**config.mk**
```make
export PLATFORM = sky130hd
export DESIGN_NAME = count_share_arbiter
export DESIGN_NICKNAME = d
export VERILOG_FILES = /design/src/rtl/count_share_arbiter_pkg.sv /design/src/rtl/count_share_arbiter_count.sv /design/src/rtl/count_share_arbiter.sv
export SDC_FILE = /design/constraint.sdc
export NUM_CORES = 1
export LEC_CHECK = 0
export CORE_AREA = 3 3 40 42
export CTS_CLUSTER_DIAMETER = 60
export DETAILED_ROUTE_END_ITERATION = 8
export DIE_AREA = 0 0 43 45
export GPL_TIMING_DRIVEN = 1
export PLACE_DENSITY = 0.72
export SLEW_MARGIN = 15
export SYNTH_ARGS = -nofsm -noshare
export SYNTH_HDL_FRONTEND = slang
export SYNTH_SLANG_ARGS = --single-unit
```
**constraint.sdc**
```tcl
create_clock -name CLK -period 2.4 [get_ports CLK]
set_input_delay 0.24 -clock CLK [delete_from_list [all_inputs] [get_ports CLK]]
set_output_delay 0.24 -clock CLK [all_outputs]
set_load 0.05 [all_outputs]
```
**src/rtl/count_share_arbiter_pkg.sv**
```systemverilog
// Shared definitions for the two-requester count-sharing arbiter.
`ifndef COUNT_SHARE_ARBITER_PKG_SV
`define COUNT_SHARE_ARBITER_PKG_SV

// Elaboration-time legality check for the completion target (1..2^w-1).
`define CSA_CHECK_TARGET(tgt, w) \
  if (((tgt) < 1) || ((tgt) > ((2 ** (w)) - 1))) begin : g_bad_target \
    $error("count_share_arbiter: TARGET must lie in 1..2^CNT_W-1"); \
  end

package count_share_arbiter_pkg;

  typedef enum logic [1:0] {
    IDLE  = 2'd0,
    CLR   = 2'd1,
    COUNT = 2'd2,
    FIN   = 2'd3
  } state_t;

  localparam int unsigned NUM_REQ = 2;
  localparam int unsigned IDX_W   = 1;

  typedef logic [IDX_W-1:0] idx_t;

  function automatic logic [NUM_REQ-1:0] onehot(input idx_t i);
    onehot    = '0;
    onehot[i] = 1'b1;
  endfunction

endpackage

`endif

```
**src/rtl/count_share_arbiter_count.sv**
```systemverilog
// Shared saturating-at-target up-counter with synchronous clear and terminal flag.
module count_unit #(
  parameter int unsigned CNT_W  = 4,
  parameter int unsigned TARGET = 15
) (
  input  logic             CLK,
  input  logic             CLEAR,
  input  logic             clr,
  input  logic             en,
  output logic [CNT_W-1:0] count,
  output logic             term
);

  localparam logic [CNT_W-1:0] TGT    = CNT_W'(TARGET);
  localparam logic [CNT_W-1:0] TGT_M1 = CNT_W'(TARGET - 1);

  // Counter register: cleared on request, never advances past TARGET.
  always_ff @(posedge CLK or posedge CLEAR) begin
    if (CLEAR) begin
      count <= '0;
    end else if (clr) begin
      count <= '0;
    end else if (en && (count != TGT)) begin
      count <= count + CNT_W'(1);
    end
  end

  assign term = (count == TGT_M1);

endmodule

```
**src/rtl/count_share_arbiter.sv**
```systemverilog
// Round-robin arbiter sequencing one shared pulse counter between two requesters.
module count_share_arbiter
  import count_share_arbiter_pkg::*;
#(
  parameter int unsigned CNT_W  = 4,
  parameter int unsigned TARGET = 15
) (
  input  logic               CLK,
  input  logic               CLEAR,
  input  logic [NUM_REQ-1:0] REQ,
  input  logic [NUM_REQ-1:0] X,
  output logic [NUM_REQ-1:0] GNT,
  output logic [NUM_REQ-1:0] DONE,
  output logic               BUSY,
  output logic [CNT_W-1:0]   CNT_OUT
);

  `CSA_CHECK_TARGET(TARGET, CNT_W)

  state_t state, state_next;
  idx_t   winner, winner_next;
  idx_t   last, last_next;
  logic   cnt_clr, cnt_en, cnt_term;
  logic [CNT_W-1:0] count;

  count_unit #(
    .CNT_W (CNT_W),
    .TARGET(TARGET)
  ) u_count (
    .CLK  (CLK),
    .CLEAR(CLEAR),
    .clr  (cnt_clr),
    .en   (cnt_en),
    .count(count),
    .term (cnt_term)
  );

  // State, latched winner and round-robin pointer.
  always_ff @(posedge CLK or posedge CLEAR) begin
    if (CLEAR) begin
      state  <= IDLE;
      winner <= '0;
      last   <= idx_t'(1);
    end else begin
      state  <= state_next;
      winner <= winner_next;
      last   <= last_next;
    end
  end

  // Arbitration and job sequencing; abort takes precedence over the final increment.
  always_comb begin
    state_next  = state;
    winner_next = winner;
    last_next   = last;
    cnt_clr     = 1'b0;
    cnt_en      = 1'b0;
    case (state)
      IDLE: begin
        if (|REQ) begin
          state_next = CLR;
          if (&REQ) winner_next = ~last;
          else      winner_next = REQ[1] ? idx_t'(1) : idx_t'(0);
        end
      end
      CLR: begin
        cnt_clr = 1'b1;
        if (REQ[winner]) begin
          state_next = COUNT;
        end else begin
          state_next = IDLE;
          last_next  = winner;
        end
      end
      COUNT: begin
        if (!REQ[winner]) begin
          state_next = IDLE;
          last_next  = winner;
        end else if (X[winner]) begin
          cnt_en = 1'b1;
          if (cnt_term) state_next = FIN;
        end
      end
      FIN: begin
        state_next = IDLE;
        last_next  = winner;
      end
      default: state_next = IDLE;
    endcase
  end

  // Outputs decoded from registered state only.
  always_comb begin
    GNT     = (state != IDLE) ? onehot(winner) : '0;
    DONE    = (state == FIN)  ? onehot(winner) : '0;
    BUSY    = (state != IDLE);
    CNT_OUT = count;
  end

endmodule

```
==> impl_metrics.env <==
export IMPL_layout_cells_non_filler=90
export IMPL_finalSetupViolCount=0
export IMPL_finalMaxSlewViolations=0
export IMPL_tns_ps=0
export IMPL_dp_hpwl_um=856
export IMPL_cp_slowest_cell="clkdlybuf4s50_1"
export IMPL_cts_buffers=3
export IMPL_clkTransAtPathRegs_ps=60
export IMPL_synth_async_reset_ratio_pct=100
export IMPL_grt_max_degree=11
export IMPL_grt_pass1_vias=468
export IMPL_drt_iter0_drc=6
export IMPL_antenna_diode_count=0
export IMPL_maxSlewHeadroom_pct=66.2
export IMPL_grt_pass1_wl_mm=1.97
export IMPL_setup_slack_ps=229
export IMPL_fp_dieW_um=43
export IMPL_port_buffer_count=14
export IMPL_fin_skew_ps=9.24
export IMPL_grt_antenna_before_repair=0
export IMPL_yosysTopAreaCell="dfrtp_1"
export IMPL_area_growth_pct=30.7
export IMPL_powerDensity_nw_per_um2=1250
export IMPL_track_usage_pct=13.9
export IMPL_arrival_ps=1930
export IMPL_worst_slew_pin_slew_ps=506
export IMPL_worst_setup_path_start_kind="flip-flop"
export IMPL_wl_per_cell_um=12.4
export IMPL_dp_cells=86
export IMPL_status="finished clean"
export IMPL_r2r_cells=5
export IMPL_synthesis_area_um2=567
export IMPL_synth_warnings=0
export IMPL_coreArea_um2=1280
export IMPL_wl_mm=1.11
export IMPL_num_rows=13
export IMPL_first_pass_iters=4
export IMPL_criticalPathCategory="reg -> out"
export IMPL_p_sw_uw=458
export IMPL_fin_area_um2=741
export IMPL_pwr_share_comb_pct=61.8
export IMPL_max_stage_delay_ps=800
export IMPL_io_pins=15
export IMPL_yosysSeqAreaShare_pct=35.5
export IMPL_floorplan_initialDensity_pct=44.1
export IMPL_leakage_nw=0.318
export IMPL_ys_types=28
export IMPL_h_tree_depth=1
export IMPL_ant_nets=0
export IMPL_die_area_um2=1940
export IMPL_rsz0062_at_grt="false"
export IMPL_num_vias=469
export IMPL_p_int_uw=470
export IMPL_hold_path_class="in -> async"
export IMPL_tritoncts="done"
export IMPL_clock_latency_ps=260
export IMPL_cts_sinks=8
export IMPL_ys_flop_type="dfrtp_1"
export IMPL_synth_top_area_share_pct=30.9
export IMPL_postSynthAreaPerCell_um2=9.77
export IMPL_sw_frac_of_total_pct=49.4
export IMPL_synth_seq_cells=8
export IMPL_syn_inst=58
export IMPL_clock_fmax_mhz=461
export IMPL_cts_hold_buf=0
export IMPL_post_place_ws_ps=481
export IMPL_cts_resized=0
export IMPL_endpoint_kind="primary output"
export IMPL_path_cells="inv_1 > ha_1 > nor2b_1 > clkdlybuf4s50_1"
export IMPL_hold_viol=0
export IMPL_drcViolationCount=0
export IMPL_yosysMostFrequentCell="dfrtp_1"
export IMPL_maxCapViolations=0
export IMPL_fin_crit_ps=2170
export IMPL_grt_overflow=0
export IMPL_synth_edf_count=0
export IMPL_fin_crit_sh_pct=90.5
export IMPL_post_cts_buffers=0
export IMPL_die_height_um=45
export IMPL_drive_gt1_share_pct=9.33
export IMPL_crit_fanout=7
export IMPL_clock_path_buffers=2
export IMPL_ir_drop_mv=0.445
export IMPL_fin_nets=88
export IMPL_cts_root_buf="clkbuf_4"
export IMPL_syn_nets=70
export IMPL_clkPwrFrac_pct=11.9
export IMPL_place_area_um2=714
export IMPL_gp_congestion=0.769
export IMPL_p_seq_share_pct=26.2
export IMPL_synthTopCellsByCount="7 x dfrtp_1, 6 x ha_1, 6 x inv_1, 6 x nor2_1"
export IMPL_vias_per_cell=5.21
export IMPL_synth_area_leaders="dfrtp_1 31%, ha_1 13%, dfstp_2 4.6%"
export IMPL_cp_required_ps=2160
==> layout by cell type, fill, tap and decap left out, types with 2 or more instances in the layout <==
| cell | instances |
|---|---|
| a211oi_1 | 2 |
| a21oi_1 | 3 |
| clkbuf_4 | 3 |
| clkdlybuf4s50_1 | 14 |
| dfrtp_1 | 7 |
| ha_1 | 6 |
| inv_1 | 6 |
| nand2_1 | 3 |
| nor2_1 | 6 |
| nor2b_1 | 3 |
| nor3_1 | 2 |
| xnor2_1 | 2 |
==> power groups by stage <==
| stage | Sequential (mW) | Clock (mW) | Combinational (mW) |
|---|---|---|---|
| 4_1_cts | 0.245 | 0.115 | 0.580 |
| 5_1_grt | 0.250 | 0.123 | 0.622 |
| 2_1_floorplan | 0.239 | 0 | 0.437 |
| 6_report | 0.243 | 0.111 | 0.574 |
| 3_3_place_gp | 0.244 | 0 | 0.572 |
| 3_5_place_dp | 0.246 | 0 | 0.577 |
==> through the flow <==
| step | util, % | power, mW | hold slack, ps |
|---|---|---|---|
| final | 57.6 | 0.928 | 221 |
| after global routing | 57.6 | 0.995 | 241 |
| after CTS | 57.6 | 0.941 | 225 |
| after detailed placement | 55.6 | 0.823 | 507 |
| after global placement | 55.6 | 0.816 | 505 |
| after floorplan | - | 0.677 | 54.9 |
==> critical path, delay by kind of cell, from the launching register on <==
family                     cells  cell delay [ps]
DFF                            1              390
buffers and inverters          2              880
adders and majority gates      1              270
and+or+nand+nor                1              130
==> layout make-up <==
class                   count  area, um^2
repair buffers             14         140
flip-flops and latches      8         201
multi-input cells          43         332
inverters                   6        22.5
fillers                   125         544
well taps                  15        18.8
clock buffers               4        26.3
==> path summary, 6_finish.rpt <==
kind	startpoint	to	slack, ps
max in group asynchronous	CLEAR	last$_DFFE_PP1P_	1890
min in group CLK	last$_DFFE_PP1P_	last$_DFFE_PP1P_	580
setup reg to reg	u_count.count[0]$_DFFE_PP0P_	u_count.count[3]$_DFFE_PP0P_	560
setup / recovery	state[1]$_DFFE_PP0P_	GNT[1]	230
hold / removal	CLEAR	state[0]$_DFFE_PP0P_	220
hold reg to reg	last$_DFFE_PP1P_	last$_DFFE_PP1P_	580
==> kinds of logic (layout without fill, tap and decap cells) <==
kind of cell | after synthesis | after routing | share of synthesized area (%)
buf+inv | 7 | 24 | 5.96
xor+xnor | 2 | 2 | 3.09
mux | 4 | 4 | 8.17
simple gates | 21 | 21 | 21.6
flops | 8 | 8 | 35.5
fa+ha+maj | 6 | 6 | 13.2
compound gates | 10 | 10 | 12.4
==> layer usage <==
layer	part of all wire [%]	track usage, %	wire length, um	vias up
met5	0	0	0	-
met4	1.2	9.04	13	0
met3	5.5	2.79	61	4
met2	49	24.0	543	15
li1	-	-	-	237
met1	44	15.8	495	213
==> registers in the layout, indices dropped and copies added (netlist names) <==
register / flops
u_count.count: 4
state: 2
last: 1
winner: 1
Note: power is estimated with default switching activity, not from simulation.
